## config.mk

```make
export PLATFORM = sky130hd
export DESIGN_NAME = uart_io_sequencer
export DESIGN_NICKNAME = d
export VERILOG_FILES = /design/src/rtl/uart_io_sequencer.sv
export SDC_FILE = /design/constraint.sdc
export NUM_CORES = 1
export LEC_CHECK = 0
export CORE_UTILIZATION = 50
export CTS_BUF_LIST = sky130_fd_sc_hd__clkbuf_4 sky130_fd_sc_hd__clkbuf_8
export CTS_CLUSTER_SIZE = 12
export DETAILED_ROUTE_END_ITERATION = 10
export GPL_ROUTABILITY_DRIVEN = 0
export GPL_TIMING_DRIVEN = 1
export PLACE_DENSITY = 0.93
export SLEW_MARGIN = 5
export SYNTH_ARGS = -nofsm -noshare
export SYNTH_HDL_FRONTEND = slang
export SYNTH_SLANG_ARGS = --single-unit
```

## constraint.sdc

```tcl
create_clock -name clk -period 5.95 [get_ports clk]
set_input_delay 1.19 -clock clk [delete_from_list [all_inputs] [get_ports clk]]
set_output_delay 1.19 -clock clk [all_outputs]
set_load 0.01 [all_outputs]
```

## src/rtl/uart_io_sequencer.sv

```systemverilog
// uart_io_sequencer
// Sequences IN/OUT instructions between the write-back stage and the UART
// byte streams. IN gathers WORD_BYTES received bytes (little-endian) and
// issues a single register-file write. OUT sends WORD_BYTES bytes of a
// latched source word. The pipeline is held for the whole transfer.

module uart_io_sequencer #(
    parameter int WORD_BYTES = 1,
    parameter int REG_ADDR_W = 5
) (
    input  logic                  clk,
    input  logic                  reset,
    input  logic                  in_req,
    input  logic [REG_ADDR_W-1:0] in_rd,
    input  logic                  out_req,
    input  logic [31:0]           out_data,
    input  logic                  rx_valid,
    input  logic [7:0]            rx_data,
    output logic                  rx_ready,
    output logic                  tx_valid,
    output logic [7:0]            tx_data,
    input  logic                  tx_ready,
    output logic                  stall,
    output logic                  rf_we,
    output logic [REG_ADDR_W-1:0] rf_waddr,
    output logic [31:0]           rf_wdata
);

    typedef enum logic [1:0] {
        IDLE = 2'd0,
        RX   = 2'd1,
        TX   = 2'd2,
        DONE = 2'd3
    } state_t;

    // Index of the final byte of a word; cnt never exceeds it.
    localparam logic [1:0] LAST_BYTE = 2'(WORD_BYTES - 1);

    state_t                state_reg, state_next;
    logic [1:0]            cnt_reg, cnt_next;
    logic [31:0]           data_reg, data_next;
    logic [REG_ADDR_W-1:0] addr_reg, addr_next;
    logic                  is_in_reg, is_in_next;

    // Bit offset of the byte lane addressed by the current count.
    logic [4:0] lane_sel;
    assign lane_sel = {cnt_reg, 3'b000};

    // The write port always reflects the latched address and word; the
    // strobe alone decides whether a write happens.
    assign rf_waddr = addr_reg;
    assign rf_wdata = data_reg;

    // State, byte counter and latched instruction operands.
    always_ff @(posedge clk) begin
        if (reset) begin
            state_reg <= IDLE;
            cnt_reg   <= 2'd0;
            data_reg  <= 32'd0;
            addr_reg  <= '0;
            is_in_reg <= 1'b0;
        end else begin
            state_reg <= state_next;
            cnt_reg   <= cnt_next;
            data_reg  <= data_next;
            addr_reg  <= addr_next;
            is_in_reg <= is_in_next;
        end
    end

    // Next-state sequencing and handshake/stall outputs.
    always_comb begin
        state_next = state_reg;
        cnt_next   = cnt_reg;
        data_next  = data_reg;
        addr_next  = addr_reg;
        is_in_next = is_in_reg;
        rx_ready   = 1'b0;
        tx_valid   = 1'b0;
        tx_data    = 8'h00;
        stall      = 1'b0;
        rf_we      = 1'b0;

        case (state_reg)
            IDLE: begin
                // Freeze the pipeline in the very cycle the request shows up.
                stall = in_req | out_req;
                if (in_req) begin
                    // IN has priority; a simultaneous OUT is not a legal case.
                    addr_next  = in_rd;
                    data_next  = 32'd0;
                    cnt_next   = 2'd0;
                    is_in_next = 1'b1;
                    state_next = RX;
                end else if (out_req) begin
                    data_next  = out_data;
                    cnt_next   = 2'd0;
                    is_in_next = 1'b0;
                    state_next = TX;
                end
            end

            RX: begin
                rx_ready = 1'b1;
                stall    = 1'b1;
                if (rx_valid) begin
                    data_next[lane_sel +: 8] = rx_data;
                    if (cnt_reg == LAST_BYTE) begin
                        cnt_next   = 2'd0;
                        state_next = DONE;
                    end else begin
                        cnt_next = cnt_reg + 2'd1;
                    end
                end
            end

            TX: begin
                // Byte comes from the latched word, so it stays stable even if
                // out_data changes while the transmitter is back-pressuring.
                tx_valid = 1'b1;
                tx_data  = data_reg[lane_sel +: 8];
                stall    = 1'b1;
                if (tx_ready) begin
                    if (cnt_reg == LAST_BYTE) begin
                        cnt_next   = 2'd0;
                        state_next = DONE;
                    end else begin
                        cnt_next = cnt_reg + 2'd1;
                    end
                end
            end

            DONE: begin
                // Pipeline released; the completing instruction retires now.
                rf_we      = is_in_reg;
                cnt_next   = 2'd0;
                state_next = IDLE;
            end

            default: begin
                state_next = IDLE;
            end
        endcase
    end

endmodule
```

After elaboration in Yosys (flattened, before gate mapping):

Cells that the tools add are included.

* add/sub/neg operators: 2
* equality and inequality tests: 6
* shifts and indexed selects: 3
* muxes and demuxes: 24
* bitwise logic cells: 1
* reductions and logical operators: 9

Operators by type and width (number)
* two-way mux 32 bit: 3
* case mux 32 bit (2 select lines): 1
* bitwise mux 32 bit: 1
* variable shift 8 x 7 -> 32 bit (first input constant): 1
* indexed part select 32 x 6 -> 8 bit: 1
* indexed part select 8 x 7 -> 32 bit: 1
* two-way mux 2 bit: 10
* case mux 2 bit (4 select lines): 2
* two-way mux 8 bit: 1
* negator 5 -> 7 bit: 1
* AND reduction 3 bit: 2
* two-way mux 1 bit: 5
* == test 2 bit (second input constant): 2
* zero test 2 bit: 2
* inequality test 2 bit (second input constant): 2
* AND reduction 2 bit: 2
* nonzero test 2 bit: 2
* inequality test 3 bit (second input constant): 1
* adder 2 x 1 -> 2 bit (second input constant): 1
* == test 2 x 1 -> 1 bit (second input constant): 1
* case mux 1 bit (2 select lines): 1
* OR reduction 2 bit: 1
* OR 1 bit: 1

* flip-flop bits (word level): 42
* output and inout bits: 49
* logic and storage cells: 50

Longest topological paths before layout:

Gate-level depths: netlist (run 1).

* depth after elaboration: 5
* depth in mapped cells: 9
* gate-level depth less buffers: 5

Least setup slack after synthesis (run 1):

OpenSTA, ideal clock, no wires.

* kind: input -> output
* start point: input port in_req
* end point: output port stall
* data arrival time: 1.618 ns
* data required time: 4.760 ns
* slack: 3.142 ns
* stages on the path: 3
* path buffers: 1
* cells stage by stage: buf_6 -> o21ai_0 -> a21oi_1

* longest elaborated chain between the ends: 2

Ends and longest elaborated chain
* from (decl): line 13 `input logic in_req,`
* OR 1 bit: line 87 `stall = in_req | out_req;`
* case mux 1 bit (2 select lines): line 84 `case (state_reg)`
* to (decl): line 23 `output logic stall,`

Every way passes these cells.

Worst setup path after layout (run 1):

Same ends and word-level chain as after synthesis.

==> results of run 1 <==
## cell usage in the layout, fill, tap and decap left out, types with 3 or more instances in the layout
cell type / instances
sky130_fd_sc_hd__mux4_2: 8
sky130_fd_sc_hd__clkdlybuf4s50_1: 98
sky130_fd_sc_hd__a211oi_2: 10
sky130_fd_sc_hd__a32oi_1: 10
sky130_fd_sc_hd__inv_1: 5
sky130_fd_sc_hd__nand3_1: 5
sky130_fd_sc_hd__ha_1: 10
sky130_fd_sc_hd__nand2_1: 33
sky130_fd_sc_hd__and3_1: 4
sky130_fd_sc_hd__a311oi_2: 22
sky130_fd_sc_hd__a21oi_1: 10
sky130_fd_sc_hd__nand4_1: 22
sky130_fd_sc_hd__dfxtp_1: 42
sky130_fd_sc_hd__a31oi_1: 32
sky130_fd_sc_hd__clkbuf_8: 5
sky130_fd_sc_hd__nor2b_1: 6
sky130_fd_sc_hd__buf_4: 3
sky130_fd_sc_hd__a21bo_2: 4
sky130_fd_sc_hd__and2_1: 12
## layout make-up
type	instances	area share
Inverter	5	0.00496
Sequential cell	42	0.222
Clock inverter	3	0.0106
Multi-Input combinational cell	206	0.454
Clock buffer	5	0.0182
Timing Repair Buffer	102	0.267
Tap cell	70	0.0232
## worst min path at each step
stage | cells after the start | endpoint | slack (ps) | start
after global placement | 2 | rf_waddr[4] | 440 | rf_waddr[4]
after detailed placement | 2 | rf_waddr[4] | 450 | rf_waddr[4]
after floorplan | 2 | is_in_reg | 430 | is_in_reg
after CTS | 2 | rf_waddr[4] | 460 | rf_waddr[4]
after global routing | 2 | rf_waddr[4] | 490 | rf_waddr[4]
final | 2 | rf_waddr[4] | 460 | rf_waddr[4]
## cells by family after synthesis
family                   count (synthesis)
AO/OA/AOI/OAI                           93
adder cells (fa/ha/maj)                 10
buffers and inverters                   44
flip-flops                              42
multiplexers                             9
AND/OR/NAND/NOR                         94
## layer usage
| layer | global-route usage | share of wire |
|---|---|---|
| met1 | 0.420 | 0.40 |
| met3 | 0.0527 | 0.089 |
| met5 | 0 | 0 |
| met4 | 0.140 | 0.032 |
| met2 | 0.510 | 0.48 |
## worst register-to-register path: stages (launching register included)
cell	delay, ps
sky130_fd_sc_hd__dfxtp_1	870
sky130_fd_sc_hd__inv_1	230
sky130_fd_sc_hd__ha_1	430
sky130_fd_sc_hd__nor4bb_2	760
sky130_fd_sc_hd__a32oi_1	270
sky130_fd_sc_hd__a211oi_2	270
## power breakdown
part	switching [mW]	internal (mW)	total, mW
logic	0.522	0.461	0.983
clock network	0.107	0.124	0.231
registers	0.0816	0.370	0.452
total	0.710	0.955	1.67
## metrics by stage
stage	total power [mW]	hold WS, ps	std cells
2_1_floorplan	1.12	432	292
3_3_place_gp	1.38	440	425
3_5_place_dp	1.41	446	425
4_1_cts	1.65	458	433
5_1_grt	1.75	486	433
6_report	1.67	456	433
==> qor.log, run 1 <==
qor: outcome.status finished, final reports clean
qor: critical_path.rrSetupSlack 3050 ps
qor: final_layout.multi_input_area 1720 um^2
qor: sta.finalSetupViolations 0
qor: critical_path.arrival 2770 ps
qor: logic_synthesis.post-synth-top-area-cell sky130_fd_sc_hd__dfxtp_1
qor: critical_path.worstSetupPathType input port to primary output
qor: logic_synthesis.ys_async_sr_fraction 0
qor: global_routing.grt_first_pass_wirelength 14700 um
qor: floorplan.rows 26
qor: final_layout.post-route-util 0.722
qor: sta.timing.fmax 0.253 GHz
qor: floorplan.fp.dieArea 5840 um^2
qor: drt.wire_per_inst 21.5 um
qor: clocking.clock_insertion_delay_worst_skew 300 ps
qor: clocking.post_cts_resized 0
qor: floorplan.initial_utilization 0.529
qor: clocking.cts_tree built
qor: global_routing.grt_max_degree 44
qor: logic_synthesis.synth_simple_gate_area_frac 0.185
qor: logic_synthesis.netlist_area 2770 um^2
qor: min_path.hold_path_class flop to flop
qor: clocking.clk_pin_slew 90 ps
qor: logic_synthesis.yosys.area_share.xor_xnor 0
qor: critical_path.critical_path.reg2reg.startpoint cnt_reg[0]
qor: final_layout.seqCellArea 841 um^2
qor: global_routing.grt_remaining_overflow 0
qor: logic_synthesis.synthesized_area_fraction_occupied_by_ao_oa_aoi_and_oai_cells 0.316
qor: logic_synthesis.post_synthesis_instance_total 292
qor: clocking.htree_levels 2
qor: logic_synthesis.yosysSeqAreaShare 0.303
qor: logic_synthesis.synth.top_cells.by_count sky130_fd_sc_hd__dfxtp_1, sky130_fd_sc_hd__nand2_1, sky130_fd_sc_hd__a31oi_1
qor: critical_path.crit_path_max_fanout 11
qor: sta.report.final.hold_viol_count 0
qor: drt.post_drt_via_cell_ratio 6.76
qor: sta.setup_total_negative_slack 0 ps
qor: critical_path.critical_path.n_buffers_inverters 2
qor: clocking.clock-sinks 42
qor: floorplan.coreArea 5240 um^2
qor: drt.wirelength 9320 um
qor: sta.worst_slew_pin_slew 1170 ps
qor: clocking.cts_post_setup_buffers_inserted 0
qor: critical_path.cp_top_family buffers and inverters
qor: critical_path.crit_path_end_kind primary output
qor: floorplan.die_width 76.5 um
qor: logic_synthesis.yosysUniqueCellTypes 36
qor: flow_run.max_cap_violations 0
qor: critical_path.rr_endpoint rf_wdata[7]
qor: logic_synthesis.main_combinational_cell_family_by_area_after_synthesis compound AO/OA/AOI/OAI gates
qor: drt.antenna_violating_nets_post_route 0
qor: final_layout.antenna_cells 0
qor: final_layout.drive_gt1_frac 0.174
qor: sta.final_period_minus_worst_setup_slack 3960 ps
qor: sta.setup_slack 1990 ps
qor: critical_path.crit_path_end stall
qor: final_layout.areaGrowthSynthToFinish 36.5%
qor: logic_synthesis.yosysTopAreaCellShare 0.303
qor: critical_path.critical_path_required 4760 ps
qor: logic_synthesis.yosysWarnings 0
qor: clocking.clock-root-buffer sky130_fd_sc_hd__clkbuf_8
qor: sta.final_min_period_over_clock_period 0.665
qor: floorplan.io_pins 100
qor: power.ir_worst_vdd 0.230 mV
qor: final_layout.finalInstanceArea 3780 um^2
qor: clocking.cts-buffers-inserted 5
qor: critical_path.rr_worst_depth 5
qor: sta.grt_setup_unrepaired false
qor: power.power.static_leakage 1.26 nW
qor: placement.dp_hpwl 6400 um
qor: critical_path.critPathSlowestCell sky130_fd_sc_hd__clkdlybuf4s50_1
qor: logic_synthesis.post_synth.cell_area_avg 9.49 um^2
qor: drt.dr_total_vias 2926
qor: critical_path.worst_setup_path_start_kind input port
qor: logic_synthesis.synth_fa_ha_area_frac 0.0451
qor: logic_synthesis.synth_seq_cells 42
qor: placement.dp_slack 2010 ps
qor: placement.dpl-instance-area 3670 um^2
qor: logic_synthesis.synth_area_leaders sky130_fd_sc_hd__dfxtp_1, sky130_fd_sc_hd__a311oi_2, sky130_fd_sc_hd__a31oi_1
qor: global_routing.grt_use_total 0.318
qor: logic_synthesis.yosys-mux-area-fraction 0.0704
qor: sta.finalMaxSlewViolations 0
qor: logic_synthesis.yosys_most_used_dff sky130_fd_sc_hd__dfxtp_1
qor: critical_path.cp.depth 4
qor: sta.worst_clock_skew 4.44 ps
qor: critical_path.critPathMostFrequentCell sky130_fd_sc_hd__clkdlybuf4s50_1
qor: sta.timing.max_slew.rel_slack 0.217
qor: critical_path.cp-startpoint in_req
qor: global_routing.first_global_vias 2776
qor: drt.drc 0
qor: global_routing.number_of_antenna_violations_at_the_first_check_in_global_routing 0
qor: clocking.ctsLongestPathBuffers 2
qor: logic_synthesis.post-synth-top-count-cell sky130_fd_sc_hd__dfxtp_1
qor: final_layout.total_nets_final 423
qor: drt.dr.pass1.iters 5
qor: final_layout.final.fill_count 380
qor: critical_path.crit_path_cell_trace clkdlybuf4s50_1 > o21ai_0 > a21oi_1 > clkdlybuf4s50_1
qor: clocking.hold_buffers 0
qor: logic_synthesis.edff_count_synth 0
qor: final_layout.max_reg_flops 32
qor: critical_path.max_stage_delay 710 ps
qor: logic_synthesis.synthesis.nets 353
qor: floorplan.fp.dieH 76.5 um
qor: power.power_density 440 nW/um^2
qor: placement.io_buffer_count 99
qor: drt.drtIter0Drc 267
(Power assumes the default switching activity.)
==> run 2, diff against run 1 <==
--- a/config.mk
+++ b/config.mk
@@ -5,13 +5,13 @@
 export SDC_FILE = /design/constraint.sdc
 export NUM_CORES = 1
 export LEC_CHECK = 0
-export CORE_UTILIZATION = 50
+export CORE_UTILIZATION = 42
 export CTS_BUF_LIST = sky130_fd_sc_hd__clkbuf_4 sky130_fd_sc_hd__clkbuf_8
 export CTS_CLUSTER_SIZE = 12
 export DETAILED_ROUTE_END_ITERATION = 10
 export GPL_ROUTABILITY_DRIVEN = 0
 export GPL_TIMING_DRIVEN = 1
-export PLACE_DENSITY = 0.93
+export PLACE_DENSITY = 0.84
 export SLEW_MARGIN = 5
 export SYNTH_ARGS = -nofsm -noshare
 export SYNTH_HDL_FRONTEND = slang
==> constraint.sdc (replaced) <==
create_clock -name clk -period 3.5 [get_ports clk]
set_input_delay 0.7 -clock clk [delete_from_list [all_inputs] [get_ports clk]]
set_output_delay 0.7 -clock clk [all_outputs]
set_load 0.01 [all_outputs]
==> qor.log, run 2 (same netlist as run 1, synthesis figures left out) <==
qor: outcome.status finished, final reports clean [unchanged]
qor: floorplan.initial_utilization 0.436 [was 0.529]
qor: clocking.hold_buffers 0 [unchanged]
qor: critical_path.worst_setup_path_start_kind input port [unchanged]
qor: sta.finalMaxSlewViolations 0 [unchanged]
qor: drt.drtIter0Drc 203 [was 267]
qor: sta.finalSetupViolations 0 [unchanged]
qor: global_routing.met1_usage 0.354 [was 0.420]
qor: global_routing.globalRoute.busiestLayer met2 [unchanged]
qor: final_layout.post-route-util 0.600 [was 0.722]
qor: critical_path.cp_top_family buffers and inverters [unchanged]
qor: final_layout.mostFrequentLayoutCells sky130_fd_sc_hd__clkdlybuf4s50_1, sky130_fd_sc_hd__dfxtp_1, sky130_fd_sc_hd__nand2_1 [unchanged]
qor: clocking.cts_tree built [unchanged]
qor: placement.post-place-cells 435 [was 425]
qor: final_layout.total_nets_final 426 [was 423]
qor: final_layout.areaGrowthSynthToFinish 37.6% [was 36.5%]
qor: critical_path.critPathMostFrequentCell sky130_fd_sc_hd__clkdlybuf4s50_1 [unchanged]
qor: placement.io_buffer_count 99 [unchanged]
qor: final_layout.drive_gt1_frac 0.178 [was 0.174]
qor: sta.setup_total_negative_slack 0 ps [unchanged]
qor: critical_path.crit_path_end_kind primary output [unchanged]
qor: sta.timing.fmax 0.331 GHz
qor: critical_path.arrival 2320 ps [was 2770 ps]
qor: global_routing.first_global_vias 2789 [was 2776]
qor: final_layout.layout.cells.non_filler 443 [was 433]
qor: clocking.clock-root-buffer sky130_fd_sc_hd__clkbuf_8 [unchanged]
qor: drt.drc 0 [unchanged]
qor: power.power.static_leakage 1.27 nW [was 1.26 nW]
qor: critical_path.max_stage_delay 710 ps [about the same]
qor: min_path.hold_path_class flop to flop [unchanged]
qor: clocking.clock-sinks 42 [unchanged]
qor: sta.worst_clock_skew 8.08 ps [was 4.44 ps]
qor: floorplan.io_pins 100 [unchanged]
qor: critical_path.crit_path_cell_trace clkdlybuf4s50_1 > o21ai_0 > a21oi_1 > clkdlybuf4s50_1 [unchanged]
qor: final_layout.finalInstanceArea 3810 um^2 [was 3780 um^2]
qor: sta.grt_setup_unrepaired false [unchanged]
qor: critical_path.critical_path_required 2800 ps [was 4760 ps]
qor: final_layout.final_common_cell sky130_fd_sc_hd__clkdlybuf4s50_1 [unchanged]
qor: floorplan.fp.dieH 83.2 um [was 76.5 um]
qor: clocking.post_cts_resized 0 [unchanged]
qor: min_path.hold_path_depth 2 [unchanged]
qor: clocking.clock_insertion_delay_worst_skew 300 ps [about the same]
qor: placement.dpl-instance-area 3700 um^2 [was 3670 um^2]
qor: sta.worst_slew_pin_slew 897 ps [was 1170 ps]
qor: power.ir_worst_vdd 0.360 mV [was 0.230 mV]
qor: floorplan.coreArea 6350 um^2 [was 5240 um^2]
qor: drt.wire_per_inst 20.5 um [was 21.5 um]
qor: clocking.ctsLongestPathBuffers 2 [unchanged]
qor: final_layout.antenna_cells 0 [unchanged]
qor: critical_path.crit_path_max_fanout 11 [unchanged]
qor: floorplan.die_width 83.2 um [was 76.5 um]
qor: drt.wirelength 9070 um [was 9320 um]
qor: global_routing.grt.met3_usage 0.0408 [was 0.0527]
qor: clocking.cts-buffers-inserted 5 [unchanged]
qor: drt.antenna_violating_nets_post_route 0 [unchanged]
qor: global_routing.grt_first_pass_wirelength 14500 um [was 14700 um]
qor: drt.dr.pass1.iters 6 [was 5]
qor: clocking.cts_post_setup_buffers_inserted 0 [unchanged]
qor: clocking.htree_levels 2 [unchanged]
qor: global_routing.grt_use_total 0.262 [was 0.318]
qor: critical_path.cp.depth 4 [unchanged]
qor: critical_path.critPathSlowestCell sky130_fd_sc_hd__clkdlybuf4s50_1 [unchanged]
qor: drt.dr_total_vias 2844 [was 2926]
qor: sta.report.final.hold_viol_count 0 [unchanged]
qor: flow_run.max_cap_violations 0 [unchanged]
qor: critical_path.critical_path.n_buffers_inverters 2 [unchanged]
qor: critical_path.rr_worst_depth 6 [was 5]
qor: floorplan.rows 29 [was 26]
qor: sta.timing.max_slew.rel_slack 0.402 [was 0.217]
qor: power.power_density 736 nW/um^2 [was 440 nW/um^2]
qor: global_routing.grt_max_degree 37 [was 44]
qor: sta.worst_case_hold_slack 450 ps [was 456 ps]
qor: clocking.clk_pin_slew 80 ps [was 90 ps]
qor: final_layout.max_reg_flops 32 [unchanged]
qor: global_routing.grt_remaining_overflow 0 [unchanged]
qor: sta.final_period_minus_worst_setup_slack 3020 ps
qor: placement.dp_hpwl 6630 um [was 6400 um]
qor: global_routing.globalRouteMet2Util 0.421 [was 0.510]
qor: sta.final_min_period_over_clock_period 0.864
qor: critical_path.worstSetupPathType input port to primary output [unchanged]
qor: global_routing.number_of_antenna_violations_at_the_first_check_in_global_routing 0 [unchanged]
qor: drt.post_drt_via_cell_ratio 6.42 [was 6.76]
qor: floorplan.fp.dieArea 6930 um^2 [was 5840 um^2]
## run 2: final timing paths
check	slack (ps)	to	startpoint
min reg2reg	450	is_in_reg	is_in_reg
max reg2reg	890	rf_wdata[25]	cnt_reg[0]
max	480	stall	in_req
min	450	is_in_reg	is_in_reg
## run 2: power by group
part | total, mW | switching (mW) | internal [mW]
Combinational | 1.63 | 0.846 | 0.786
Sequential | 0.772 | 0.143 | 0.629
Clock | 0.402 | 0.181 | 0.221
## run 2: worst register-to-register path, stage by stage (launching register included)
cell and delay, ps:
sky130_fd_sc_hd__dfxtp_1 750, sky130_fd_sc_hd__buf_4 260, sky130_fd_sc_hd__inv_1 80, sky130_fd_sc_hd__ha_1 360, sky130_fd_sc_hd__nor2b_1 550, sky130_fd_sc_hd__nand4_1 250
sky130_fd_sc_hd__a311oi_2 280
## run 2: metrics by stage
step	worst slack (ps)	power [mW]
floorplan	1430	1.90
global placement	530	2.34
detailed placement	453	2.39
CTS	472	2.79
global route	405	2.96
finish	476	2.81
## run 2: area by class of cell
type / instances / area (um^2)
clock buffer: 6 / 76.3
clock inverter: 2 / 37.5
fill: 529 / 2540
inverter: 5 / 18.8
multi-input combinational: 206 / 1710
sequential: 42 / 841
tap: 77 / 96.3
timing repair buffer: 105 / 1030
## run 2: layer usage
| layer | wire length (um) | up-vias |
|---|---|---|
| met3 | 615 | 23 |
| met4 | 235 | 0 |
| li1 | - | 1281 |
| met2 | 4370 | 142 |
| met5 | 0 | - |
| met1 | 3850 | 1398 |
==> variant 1 (flow settings as in run 2) <==
The 4 states of `state_t` get a one-hot encoding in 4 bits.
--- a/src/rtl/uart_io_sequencer.sv
+++ b/src/rtl/uart_io_sequencer.sv
@@ -27,9 +27,9 @@
 );
 
-    typedef enum logic [1:0] {
-        IDLE = 2'd0,
-        RX   = 2'd1,
-        TX   = 2'd2,
-        DONE = 2'd3
+    typedef enum logic [3:0] {
+        IDLE = 4'b0001,
+        RX   = 4'b0010,
+        TX   = 4'b0100,
+        DONE = 4'b1000
     } state_t;
 
Check against the original RTL: same outputs for any inputs over 10 cycles, from zero or initial values and one cycle with reset high; not proved beyond that.
==> variant 1 against run 2 <==
Global-route usage decreased by 1.8 points. Largest power group unchanged. Critical endpoint is now tx_data[7]. Via count decreased by 10%. Wire length decreased by 13%. Critical path type is now reg -> out. Area after synthesis decreased by 5.6%. Final area decreased by 3.4%. Setup slack got worse by 0.082 ns. Utilization increased by 1.8 points. Sequential cell count increased by 2. Combinational power decreased by 36%. Power decreased by 24%. Count of clock-buffer cells in the layout decreased by 1.
==> variant 1: results (changes against run 2) <==
run status finished, final reports clean; critical path's slowest cell dfxtp_1; Clock-cell share 2.209% (-0.78 points); Post-synth top cells dfxtp_1 (44), a21oi_1 (40), a211oi_2 (32), a22oi_1 (32), nand2_1 (12); met3 usage 3.820% (-0.26 points); largest net degree at the start of global routing 26 (-30%); Worst VDD drop 0.0002934 V (-18%); share of cells above drive strength 1 18.05% (+0.29 points); Signal buffers 106 (+0.95%); Comb pwr share 49.1% (-9.1 points); Clock Skew 0.004488 ns (-0.003592 ns); Non-clock buffer share 28.21% (+1.2 points); worst r2r dst rf_wdata[0]; area post-placement 3600 um^2 (-2.7%); grt met2 use 41.09% (-1.0 points); clk sinks 44 (+4.8%); routed wl met2 3827 um (-12%); met3 wire len 637 um (+3.6%); Pint 0.001311 W (-20%); Final #Nets 406 (-4.7%); syn_nets 316 (-10%); met1 WL 3238 um (-16%); multi-input logic cell count 186 (-9.7%); vias in the first global route 2,431 (-13%); 1st-iter DRT viols 194 (-4.4%); Seq/total area 23.93% (+1.9 points); synthesized instance count 259 (-11%); post-layout util 61.81% (+1.8 points); top post-synthesis cells by area dfxtp_1 (34%), a211oi_2 (15%), a22oi_1 (9.2%), a21oi_1 (7.6%), mux4_2 (6.9%); Total GRT Usage 24.42% (-1.8 points); leakage power 1.240 nW (-2.6%); cell family with most CP delay flip-flops; WL per Instance 18.62 um (-9.0%); dpl ws 0.4948 ns (+0.04132 ns); Worst Setup SP cnt_reg[0]; multi-input logic area 1559 um^2 (-8.9%); CP peak stage delay 0.86 ns (+0.15 ns); sequential area share after synthesis 33.65% (+3.3 points); M1 GR Usage 31.70% (-3.7 points); fillers 514 (-2.8%); inverters 6 (+1); PD cells 575.9 nW/um^2 (-22%); Worst EP arrival 2.41 ns (+0.09 ns); first-pass GRT wire length 12,310 um (-15%); drt pass-1 iters 5 (-1); Hold Worst Slack 0.4623 ns (+0.01192 ns)
[variant 1: logic make-up (layout without fill, tap and decap cells)]
| kind of cell | after synthesis | in the layout | share of synthesized area [%] |
|---|---|---|---|
| compound gates | 113 | 113 | 35.23 |
| simple gates | 55 | 55 | 12.95 |
| flops | 44 | 44 | 33.65 |
| buf+inv | 29 | 119 | 6.884 |
| mux | 11 | 11 | 8.078 |
| fa+ha+maj | 6 | 6 | 2.868 |
| xor+xnor | 1 | 1 | 0.3347 |
[variant 1: how the worst min path moves through the flow]
stage | cells after the start | end | start
6_report | 2 | is_in_reg | is_in_reg
5_1_grt | 2 | rf_waddr[2] | rf_waddr[2]
4_1_cts | 2 | rf_waddr[4] | rf_waddr[4]
3_5_place_dp | 2 | rf_waddr[3] | rf_waddr[3]
3_3_place_gp | 2 | is_in_reg | is_in_reg
2_1_floorplan | 2 | is_in_reg | is_in_reg
==> variant 2 (settings of run 2) <==
Without the edit above. Change the parameter `REG_ADDR_W` from 5 to 6.
--- a/src/rtl/uart_io_sequencer.sv
+++ b/src/rtl/uart_io_sequencer.sv
@@ -7,5 +7,5 @@
 module uart_io_sequencer #(
     parameter int WORD_BYTES = 1,
-    parameter int REG_ADDR_W = 5
+    parameter int REG_ADDR_W = 6
 ) (
     input  logic                  clk,
Interface: changed (resized in_rd and rf_waddr); port bits go from 100 to 102. No check against the original RTL was run, so the function may have changed too.
==> variant 2 against run 2 <==
Area after synthesis decreased by 3.9%. Clock power shrank 1%. Combinational power down 12%. Wire length down 5.6%. Setup slack got worse by 0.12 ns. Power is 7.7% lower. Sequential cell count rose by 1. Die area shrank 3.8%. Final area shrank 2.6%. Critical path type is now reg -> out. Largest cell class unchanged.
==> variant 2: results (changes against run 2) <==
run status finished, final reports clean; clock share of power 15.3% (+1.0 points); Post-synth top cells dfxtp_1 (43), a31oi_1 (32), a32oi_1 (24), nand2_1 (21), a211oi_2 (16); 1st-iter DRT viols 202 (-0.49%); largest net degree at the start of global routing 44 (+19%); sequential area share after synthesis 32.33% (+2.0 points); syn_nets 341 (-3.4%); mean area per synthesized cell 9.543 um^2 (+0.55%); Hold Path Origin rf_waddr[5]; Comb group 0.00143 W (-12%); Clock Skew 0.004499 ns (-0.003581 ns); synth unique cells 34 (-5.6%); Via density 6.477 (+0.88%); Port Buffers 101 (+2.0%); Hold Worst Slack 0.4605 ns (+0.01004 ns); critical path's slowest cell dfxtp_1; Worst Hold Path EP rf_waddr[5]; setup slack, reg-to-reg 0.86 ns (-0.03 ns); Final #Nets 414 (-2.8%); post-layout util 61.65% (+1.6 points); Worst VDD drop 0.0005444 V (+51%); Slew @ Worst Pin 1.082 ns (+0.1848 ns); Placed Cells 420 (-3.4%); leakage power 1.228 nW (-3.4%); CP peak stage delay 0.87 ns (+0.16 ns); switch share 40.67% (-1.0 points); drt total wl 8555 um (-5.6%); area post-placement 3602 um^2 (-2.6%); Worst EP arrival 2.44 ns (+0.12 ns); worst-path maximum fanout 15 (+4); dpl ws 0.5311 ns (+0.07766 ns); Total GRT Usage 26.22% (+0.033 points)
==> variant 2: cell types whose count changed in the layout (fill, tap and decap cells not counted), moves of 2 or more <==
cell             change
buf_4                -4
a32oi_1             +14
a211oi_2             +6
nand2_1             -12
clkdlybuf4s50_1      +2
and2_1               -2
a211oi_1             +8
a311oi_1             +2
a41oi_1              +2
a21bo_2              -4
a311oi_2            -14
nand2b_1             +6
nand4_1             -14
==> variant 2: how the worst max path moves through the flow <==
stage	startpoint	endpoint	slack (ns)	depth (start not counted)
after floorplan	cnt_reg[0]	tx_data[0]	1.45	3
after global placement	in_req	stall	0.57	4
after detailed placement	in_req	rf_wdata[20]	0.53	4
after CTS	cnt_reg[0]	tx_data[0]	0.35	3
after global routing	cnt_reg[0]	tx_data[0]	0.26	3
final	cnt_reg[0]	tx_data[0]	0.36	3
==> variant 2: cell families after synthesis <==
kind of cell,synth area share [%]
muxes,7.331
adders and majority gates,4.699
DFF,32.33
buffers and inverters,7.378
AOI/OAI and AO/OA,33.65
and+or+nand+nor,14.61
==> variant 2: per-layer routing <==
metal | vias up | track usage (%) | wire length (um)
li1 | 1248 | - | -
met1 | 1328 | 33.36 | 3513
met2 | 180 | 43.42 | 4013
met3 | 16 | 6.778 | 914
met4 | 0 | 7.895 | 113
met5 | - | 0 | 0
==> variant 2: worst reg2reg max path: stages (launching register included) <==
cell and delay [ns]:
dfxtp_1 0.87, inv_1 0.20, ha_1 0.40, nor2b_1 0.59
a32oi_1 0.19, a211oi_1 0.29
==> variant 2: area by class of cell <==
class	count	share of cell area, %
Multi-Input combinational cell	194	43.28
Inverter	5	0.5052
Sequential cell	43	23.17
Tap cell	75	2.526
Clock buffer	5	1.852
Timing Repair Buffer	103	27.48
Clock inverter	3	1.179
